`config.mk`:
```
export PLATFORM = sky130hd
export DESIGN_NAME = gat_param_loader
export DESIGN_NICKNAME = d
export VERILOG_FILES = /design/src/rtl/gat_param_loader.sv
export SDC_FILE = /design/constraint.sdc
export NUM_CORES = 1
export LEC_CHECK = 0
export BUFFER_PORTS_ARGS = -buffer_cell sky130_fd_sc_hd__buf_4
export CAP_MARGIN = 20
export CORE_AREA = 3 3 415 417
export CTS_BUF_LIST = sky130_fd_sc_hd__clkbuf_8
export CTS_CLUSTER_DIAMETER = 40
export DETAILED_ROUTE_END_ITERATION = 6
export DIE_AREA = 0 0 418 420
export HOLD_SLACK_MARGIN = 0.06
export PLACE_DENSITY = 0.4
export REMOVE_ABC_BUFFERS = 1
export SLEW_MARGIN = 10
export SYNTH_ARGS = -nofsm -noshare
export SYNTH_HDL_FRONTEND = slang
export SYNTH_SLANG_ARGS = --single-unit
```
`constraint.sdc`:
```
create_clock -name clk -period 6.27 [get_ports clk]
set_input_delay 0.3135 -clock clk [delete_from_list [all_inputs] [get_ports clk]]
set_output_delay 0.3135 -clock clk [all_outputs]
set_load 0.05 [all_outputs]
```
`src/rtl/gat_param_loader.sv`:
```
// gat_param_loader: streams a layer's W matrix and attention vector a from
// the shared weight BRAM into flat register arrays, with a start/busy/done
// handshake so the same block reloads parameters for successive layers.
// Optional feature macro: GAT_PARAM_LOADER_SHADOW_EN (capture into shadow
// arrays and publish them atomically when the load completes).
module gat_param_loader #(
  parameter int DATA_WIDTH   = 8,
  parameter int NUM_ROWS     = 16,
  parameter int NUM_COLS     = 7,
  parameter int A_DEPTH      = 2*NUM_COLS,
  parameter int BRAM_LATENCY = 2,
  parameter int ADDR_W       = 16
) (
  input  logic                                    clk,
  input  logic                                    rst_n,
  input  logic                                    start_i,
  input  logic [ADDR_W-1:0]                       base_addr_i,
  output logic                                    bram_en_o,
  output logic [ADDR_W-1:0]                       bram_addr_o,
  input  logic [DATA_WIDTH-1:0]                   bram_dout_i,
  output logic [NUM_COLS*NUM_ROWS*DATA_WIDTH-1:0] wgt_o,
  output logic [A_DEPTH*DATA_WIDTH-1:0]           a_o,
  output logic                                    busy_o,
  output logic                                    done_o,
  output logic                                    rdy_o
);

  localparam int W_N     = NUM_ROWS*NUM_COLS;
  localparam int N_TOTAL = W_N + A_DEPTH;
  localparam int CNT_W   = $clog2(N_TOTAL+1);
  localparam int ROW_W   = $clog2(NUM_ROWS+1);
  localparam int COL_W   = $clog2(NUM_COLS+1);

  typedef enum logic [1:0] {IDLE, ISSUE, DRAIN, DONE} state_t;

  state_t                  state;
  logic [ADDR_W-1:0]       base_q;
  logic [CNT_W-1:0]        iss_cnt;
  logic [CNT_W-1:0]        cap_cnt;
  logic [ROW_W-1:0]        row;
  logic [COL_W-1:0]        col;
  logic [BRAM_LATENCY-1:0] vld;
  logic                    tail;
  logic                    last_cap;

`ifdef GAT_PARAM_LOADER_SHADOW_EN
  logic [NUM_COLS*NUM_ROWS*DATA_WIDTH-1:0] wgt_sh;
  logic [A_DEPTH*DATA_WIDTH-1:0]           a_sh;
`endif

  assign tail     = vld[BRAM_LATENCY-1];
  assign last_cap = tail && (cap_cnt == CNT_W'(N_TOTAL-1));

  // Control FSM: issues one BRAM read per cycle, then waits for the last capture.
  always_ff @(posedge clk or negedge rst_n) begin
    if (!rst_n) begin
      state       <= IDLE;
      base_q      <= '0;
      iss_cnt     <= '0;
      bram_en_o   <= 1'b0;
      bram_addr_o <= '0;
      busy_o      <= 1'b0;
      done_o      <= 1'b0;
      rdy_o       <= 1'b0;
    end else begin
      done_o <= 1'b0;
      case (state)
        IDLE: begin
          if (start_i) begin
            state       <= ISSUE;
            base_q      <= base_addr_i;
            bram_addr_o <= base_addr_i;
            bram_en_o   <= 1'b1;
            iss_cnt     <= CNT_W'(1);
            busy_o      <= 1'b1;
`ifndef GAT_PARAM_LOADER_SHADOW_EN
            rdy_o       <= 1'b0;
`endif
          end
        end
        ISSUE: begin
          // iss_cnt holds the next offset; address k=0 went out on the accepting edge
          if (iss_cnt == CNT_W'(N_TOTAL)) begin
            bram_en_o <= 1'b0;
            state     <= DRAIN;
          end else begin
            bram_addr_o <= base_q + ADDR_W'(iss_cnt);
            iss_cnt     <= iss_cnt + CNT_W'(1);
          end
        end
        DRAIN: begin
          // leave on the edge of the final capture so done_o follows it directly
          if (last_cap || (cap_cnt == CNT_W'(N_TOTAL))) begin
            state  <= DONE;
            done_o <= 1'b1;
            rdy_o  <= 1'b1;
          end
        end
        DONE: begin
          state  <= IDLE;
          busy_o <= 1'b0;
        end
        default: state <= IDLE;
      endcase
    end
  end

  // Capture path: read-valid pipeline, element counters and the W/a storage.
  always_ff @(posedge clk or negedge rst_n) begin
    if (!rst_n) begin
      vld     <= '0;
      cap_cnt <= '0;
      row     <= '0;
      col     <= '0;
      wgt_o   <= '0;
      a_o     <= '0;
`ifdef GAT_PARAM_LOADER_SHADOW_EN
      wgt_sh  <= '0;
      a_sh    <= '0;
`endif
    end else begin
      vld[0] <= bram_en_o;
      for (int unsigned i = 1; i < BRAM_LATENCY; i++) vld[i] <= vld[i-1];

      if (state == IDLE && start_i) begin
        cap_cnt <= '0;
        row     <= '0;
        col     <= '0;
      end else if (tail && (cap_cnt < CNT_W'(N_TOTAL))) begin
        cap_cnt <= cap_cnt + CNT_W'(1);
        if (cap_cnt < CNT_W'(W_N)) begin
          // row/col counters walk e = row*NUM_COLS + col with the column fastest
          for (int unsigned c = 0; c < NUM_COLS; c++)
            for (int unsigned r = 0; r < NUM_ROWS; r++)
              if (col == COL_W'(c) && row == ROW_W'(r))
`ifdef GAT_PARAM_LOADER_SHADOW_EN
                wgt_sh[(c*NUM_ROWS+r)*DATA_WIDTH +: DATA_WIDTH] <= bram_dout_i;
`else
                wgt_o[(c*NUM_ROWS+r)*DATA_WIDTH +: DATA_WIDTH] <= bram_dout_i;
`endif
          if (col == COL_W'(NUM_COLS-1)) begin
            col <= '0;
            row <= row + ROW_W'(1);
          end else begin
            col <= col + COL_W'(1);
          end
        end else begin
          for (int unsigned i = 0; i < A_DEPTH; i++)
            if (cap_cnt == CNT_W'(W_N+i))
`ifdef GAT_PARAM_LOADER_SHADOW_EN
              a_sh[i*DATA_WIDTH +: DATA_WIDTH] <= bram_dout_i;
`else
              a_o[i*DATA_WIDTH +: DATA_WIDTH] <= bram_dout_i;
`endif
        end
      end

`ifdef GAT_PARAM_LOADER_SHADOW_EN
      if (state == DONE) begin
        wgt_o <= wgt_sh;
        a_o   <= a_sh;
      end
`endif
    end
  end

endmodule
```
==> impl_metrics.tcl, run 1 <==
set metrics [dict create \
    worst_ir_drop_vdd_mv 0.211 \
    required_ns 7.10 \
    cap_viol_max_count 0 \
    antenna_found_initial 5 \
    ys_seq_area_share_pct 63.9 \
    die-width_um 418 \
    grt.total_usage_pct 19.8 \
    syn2layout_area_growth_pct 37.7 \
    crit_path_end_kind "flop" \
    ys_async_sr_fraction_pct 100 \
    synth_edf_count 0 \
    fillers 16900 \
    mostFrequentLayoutCells "buf_4 (1071), dfrtp_1 (1070), mux2_2 (1003), clkbuf_8 (280), nand2_1 (108)" \
    synth_ff_type "dfrtp_1" \
    finalSetupViolations 0 \
    clock_power_share_pct 52.3 \
    arrival_ns 4.11 \
    final-hold-violation-count 0 \
    die-area_mm2 0.176 \
    synth.area.top_cells "dfrtp_1 (64%), mux2_2 (27%), clkbuf_1 (1.1%)" \
    grt_setup_unrepaired "no" \
    synth_warnings 0 \
    fin_crit_sh_pct 52.4 \
    start_util_pct 24.8 \
    num_vias 28000 \
    via_per_inst 4.42 \
    utilization_pct 34.1 \
    path_max_fanout 18 \
    synth.top_cell.area_share_pct 63.9 \
    gp_congestion 0.768 \
    core_mm2 0.169 \
    fmax_ghz 0.304 \
    cts-root-buf "clkbuf_8" \
    clock_path_buffers 3 \
    synth_seq_cells 1070 \
    ant_nets 0 \
    route.detailed.drc 0 \
    combPwrFrac_pct 2.5 \
    post_cts_resized 0 \
    first_iter_violations 1279 \
    cts.sinks 1070 \
    seq_power_share_pct 45.2 \
    grt_pass1_vias 29200 \
    nets 3980 \
    drive_gt1_share_pct 62.3 \
    final_common_cell "buf_4" \
    grt_max_degree 164 \
    wirelength_mm 178 \
    p_sw_mw 3.68 \
    netSwitchingFraction_pct 24.1 \
    r2r_cells 8 \
    postSynthCellCount 2728 \
    clock_skew_ns 0.0436 \
    dp_hpwl_mm 125 \
    pin_count 1055 \
    synth_area_mm2 0.0419 \
    clkLatencyLatePin_ns 0.96 \
    powerDensity_mw_per_mm2 265 \
    place.port_buffers 1054 \
    htreeDepth 4 \
    drv_slew 0 \
    max_slew_margin_pct 22.9 \
    grt_pass1_wl_mm 244 \
    setup_tns_ns 0 \
    status "finished clean" \
    yosys.area.top_type "dfrtp_1" \
    cts_tree "built" \
    wl_per_cell_um 28.1 \
    min_period_ns 3.29 \
    die_y_um 420 \
    avgSynthCellArea_um2 15.4 \
    p_leak_nw 30.5 \
    path_clk_slew_ns 0.06 \
    critPathLaunchType "flop" \
    grt_overflow 0 \
    crit_type "reg -> reg" \
    hold_class "in -> async" \
    cts_buffers 225 \
    num_rows 151 \
    tightest_slew_ns 1.16 \
    drt_first_pass_iters 5 \
    internal_power_mw 11.6 \
    ys_types 57 \
]
==> critical path, stage by stage, from the launching register on <==
cell,delay (ns)
dfrtp_1,0.37
inv_1,0.08
ha_1,0.38
nand2_1,0.38
buf_4,0.33
nand2_1,0.16
nor2_2,0.44
nand4_1,0.57
mux2_2,0.46
==> flip-flops by register name (all words and copies together), names as in the netlist <==
name         count
wgt_o          896
a_o            112
col              3
base_q          16
iss_cnt          7
row              5
busy_o           1
bram_en_o        1
bram_addr_o     16
state            2
done_o           1
vld              2
cap_cnt          7
rdy_o            1
==> power groups by stage <==
stage / Sequential, mW / Clock, mW / Combinational, mW
2_1_floorplan: 7.03 / 0 / 0.00676
4_1_cts: 6.91 / 8.29 / 0.409
5_1_grt: 6.91 / 8.62 / 0.425
6_report: 6.91 / 7.99 / 0.378
3_3_place_gp: 7.03 / 0 / 0.387
3_5_place_dp: 7.03 / 0 / 0.385
==> cells in the mapped netlist (all sizes together), types with 2 or more instances <==
library cell	number
mux2i	9
a31oi	2
o21bai	2
a21oi	33
xnor2	8
buf	25
and2	10
nor2	107
nand3	31
inv	14
ha	23
and2b	2
o211ai	4
nand3b	2
nand2b	10
nor2b	8
nor4	2
a211oi	4
nor3	11
o21ai	22
dfrtp	1070
mux2	1010
nor3b	2
xor2	16
nand4	13
and3	12
clkbuf	126
nand2	135
or3	2
==> metal layers <==
layer | GRT usage [%] | routed length, um | vias up
met5 | 0 | 0 | -
met4 | 7.08 | 5910 | 0
met3 | 5.89 | 10600 | 272
met2 | 35.8 | 94800 | 770
met1 | 21.9 | 66600 | 14900
li1 | - | - | 12000
==> final timing paths <==
path	from	slack [ns]	endpoint
min	rst_n	0.20	a_o[74]
min reg2reg	vld[0]	0.35	vld[1]
max	state[0]	2.98	a_o[1]
max in group asynchronous	rst_n	4.90	wgt_o[547]
min in group clk	base_addr_i[3]	0.20	base_q[3]
max reg2reg	state[0]	2.98	a_o[1]
==> metrics by stage <==
stage / area [um^2] / hold WS, ns / total power, mW / worst slack (ns) / std cells
finish: 57700 / 0.198 / 15.3 / 2.98 / 6335
global route: 57700 / 0.124 / 16.0 / 2.65 / 6330
CTS: 57700 / 0.0657 / 15.6 / 2.89 / 6325
detailed placement: 52400 / 0.337 / 7.42 / 2.87 / 5884
global placement: 52400 / 0.334 / 7.42 / 1.90 / 5883
floorplan: 41300 / 0.0179 / 7.04 / 3.49 / 2577
==> logic make-up (layout without fill, tap and decap cells) <==
logic type | after synthesis | after routing | share of synthesized area (%)
buffers and inverters | 165 | 1544 | 1.55
AOI/OAI and AO/OA | 76 | 76 | 1.04
muxes | 1019 | 1019 | 27.4
xor gates and xnor gates | 24 | 24 | 0.502
other | 0 | 10 | 0
adders and majority gates | 24 | 24 | 0.734
and+or+nand+nor | 350 | 350 | 4.93
DFF | 1070 | 1070 | 63.9
==> layout make-up <==
type	instances	area (um^2)	area share [%]
Tap cell	2218	2780	4.81
Multi-Input combinational cell	1493	14500	25.1
Inverter	14	52.6	0.0911
Antenna cell	10	25.0	0.0434
Timing Repair Buffer	1125	8700	15.1
Clock inverter	125	1020	1.77
Sequential cell	1070	26800	46.4
Clock buffer	280	3850	6.68
==> what timing repair did <==
| item | CTS | global route |
|---|---|---|
| endpoints found under the hold margin | 525 | 0 |
| buffers inserted | 0 | 0 |
| hold buffers | 36 | 0 |
No activity file was read; power rests on OpenSTA's default activity.
==> run 2: changes to the inputs <==
--- a/config.mk
+++ b/config.mk
@@ -5,15 +5,16 @@
 export SDC_FILE = /design/constraint.sdc
 export NUM_CORES = 1
 export LEC_CHECK = 0
+export ABC_AREA = 1
 export BUFFER_PORTS_ARGS = -buffer_cell sky130_fd_sc_hd__buf_4
 export CAP_MARGIN = 20
-export CORE_AREA = 3 3 415 417
+export CORE_AREA = 3 3 404 406
 export CTS_BUF_LIST = sky130_fd_sc_hd__clkbuf_8
 export CTS_CLUSTER_DIAMETER = 40
 export DETAILED_ROUTE_END_ITERATION = 6
-export DIE_AREA = 0 0 418 420
+export DIE_AREA = 0 0 407 409
 export HOLD_SLACK_MARGIN = 0.06
-export PLACE_DENSITY = 0.4
+export PLACE_DENSITY = 0.44
 export REMOVE_ABC_BUFFERS = 1
 export SLEW_MARGIN = 10
 export SYNTH_ARGS = -nofsm -noshare
==> constraint.sdc (replaced) <==
create_clock -name clk -period 2.7 [get_ports clk]
set_input_delay 0.135 -clock clk [delete_from_list [all_inputs] [get_ports clk]]
set_output_delay 0.135 -clock clk [all_outputs]
set_load 0.05 [all_outputs]
==> run 2 against run 1 <==
  * Register-to-register slack lost 2.8 ns
  * Die area down 5.2%
  * Utilization up 2.3 points
  * Via count increased by 30%
  * Largest power group unchanged
==> impl_metrics.tcl, run 2 <==
set metrics [dict create \
    status "finished clean" \
    total_power_mw 34.3 \
    route.detailed.drc 0 \
    mostFrequentLayoutCells "nand2_1 (1608), buf_4 (1205), dfrtp_1 (1070), o21ai_0 (540), nor2_1 (353)" \
    top_register "wgt_o" \
    crit_path_cell_trace "inv_1, ha_2, nand2_4, inv_2, buf_4, nand2_1, dlygate4sd3_1, nand2_1, dlygate4sd3_1" \
    multi_input_area_mm2 0.0138 \
    dp_hpwl_mm 137 \
    ys_types 39 \
    final-hold-violation-count 0 \
    stdcell_area_mm2 0.0583 \
    wirelength_mm 192 \
    min_period_ns 2.54 \
    p_leak_nw 31.4 \
    tightest_slew_ns 1.14 \
    finalSetupViolations 0 \
    grt_overflow 0 \
    postSynthCellCount 4534 \
    place_area_mm2 0.0533 \
    synth_warnings 0 \
    drt_first_pass_iters 5 \
    place.port_buffers 1054 \
    cts_tree "built" \
    core_mm2 0.160 \
    crit_path_end_kind "flop" \
    crit_slowest_cell "dlygate4sd3_1" \
    first_iter_violations 2427 \
    cts_setup_buffers 0 \
    clkLatencyLatePin_ns 0.92 \
    cts_buffers 212 \
    syn2layout_area_growth_pct 38.4 \
    yosysMostFrequentCell "nand2_1" \
    final_common_cell "nand2_1" \
    ys_seq_area_share_pct 63.5 \
    start_util_pct 26.3 \
    synth_commonest_cells "nand2_1 (1608), dfrtp_1 (1070), o21ai_0 (540), nor2_1 (355), a21oi_1 (289)" \
    fmax_ghz 0.394 \
    largest_register_ff_count 896 \
    die-area_mm2 0.166 \
    cpPeakStageDelay_ns 0.55 \
    num_vias 36300 \
    synth_area_mm2 0.0422 \
    cts-root-buf "clkbuf_8" \
    hold_class "in -> async" \
    synth_ff_type "dfrtp_1" \
    path_max_fanout 14 \
    drt-met1-wl_mm 77.3 \
    grt_pass1_vias 35800 \
    arrival_ns 3.35 \
    grt.total_usage_pct 22.5 \
    grt_pass1_wl_mm 271 \
    fillers 16600 \
    die_y_um 409 \
    ys_async_sr_fraction_pct 100 \
    clock_skew_ns 0.0474 \
    crit_type "reg -> reg" \
    clock_path_buffers 3 \
    fin_crit_sh_pct 93.9 \
    wl_met2_mm 90.2 \
    die-width_um 407 \
    utilization_pct 36.4 \
    nets 5843 \
    reg.largest.list "wgt_o (896), a_o (112)" \
    grt_max_degree 96 \
    synth.top_cell.area_share_pct 63.5 \
    drive_gt1_share_pct 28.3 \
    regArea_mm2 0.0268 \
    pin_count 1055 \
    required_ns 3.52 \
    wl_met3_mm 17.4 \
    powerDensity_mw_per_mm2 587 \
    max_slew_margin_pct 23.8 \
    grt_setup_unrepaired "no" \
    yosys.area.top_type "dfrtp_1" \
    cts.sinks 1070 \
    critPathLaunchType "flop" \
    via_per_inst 4.47 \
    antenna_found_initial 5 \
    ant_nets 0 \
    num_rows 147 \
    synth.area.top_cells "dfrtp_1 (64%), nand2_1 (14%), o21ai_0 (6.4%)" \
    htreeDepth 4 \
    worst_ir_drop_vdd_mv 0.418 \
    hold_ws_ns 0.177 \
    avgSynthCellArea_um2 9.30 \
    path_clk_slew_ns 0.06 \
    cap_viol_max_count 0 \
    highest_layer "met4" \
    drv_slew 0 \
    synth_edf_count 0 \
    synth_seq_cells 1070 \
    wl_per_cell_um 23.6 \
    gp_congestion 0.823 \
]
## run 2: cell types whose count changed after synthesis, sizes merged, moves of 80 or more
cell	previous run	this run
nand3	31	114
o21ai	22	549
a21oi	33	289
nand2	135	1640
nor2	107	432
buf	25	105
mux2	1010	0
inv	14	105
## run 2: power by group
part	total [mW]	internal (mW)	switching (mW)
Clock	17.2	9.75	7.46
Combinational	1.01	0.188	0.823
Sequential	16.0	16.0	0
## run 2: worst paths after layout
kind	startpoint	endpoint	slack [ns]	depth (start not counted)
max	state[1]	base_q[6]	0.16	9
min	rst_n	wgt_o[19]	0.18	3
max reg2reg	state[1]	base_q[6]	0.16	9
min reg2reg	vld[0]	vld[1]	0.36	0
max in group asynchronous	rst_n	wgt_o[698]	1.90	3
min in group clk	base_addr_i[9]	base_q[9]	0.18	4
## run 2: cell type report
cell class | count | area share, %
diodes | 6 | 0.0257
clock buffers | 254 | 5.99
clock inverters | 119 | 1.60
inverters | 105 | 0.690
multi-input cells | 3113 | 23.7
flip-flops and latches | 1070 | 45.9
well taps | 2160 | 4.63
repair buffers | 1290 | 17.5
## run 2: metrics by stage
| stage | setup slack [ns] | TNS [ns] | instances |
|---|---|---|---|
| CTS | 0.0320 | 0 | 8111 |
| global placement | 0.143 | 0 | 7683 |
| finish | 0.165 | 0 | 8117 |
| floorplan | -0.962 | -512.19 | 4288 |
| detailed placement | 0.120 | 0 | 7683 |
| global route | 0.0327 | 0 | 8114 |
## run 2: worst max-delay path, delay by kind of cell, from the launching register on
family                   cells  cell delay, ns
buffers and inverters        5            1.54
flip-flops                   1            0.40
adder cells (fa/ha/maj)      1            0.23
AND/OR/NAND/NOR              3            0.26
## run 2: timing repair
item,4_1_cts,5_1_grt
resized for setup,0,4
hold endpoints to repair,1671,0
hold buffers,55,0
endpoints found under the setup margin,0,31
## run 2: layer usage
metal,vias up,global-route usage [%]
met1,17700,27.2
met2,1169,36.4
met5,-,0
met3,278,8.38
li1,17200,-
met4,0,7.97
## run 2: logic make-up after synthesis
kind of cell / after synthesis / share of synthesized area [%]
simple gates: 2213 / 21.3
flops: 1070 / 63.5
compound gates: 866 / 10.5
buf+inv: 351 / 3.74
fa+ha+maj: 24 / 0.730
xor+xnor: 10 / 0.208
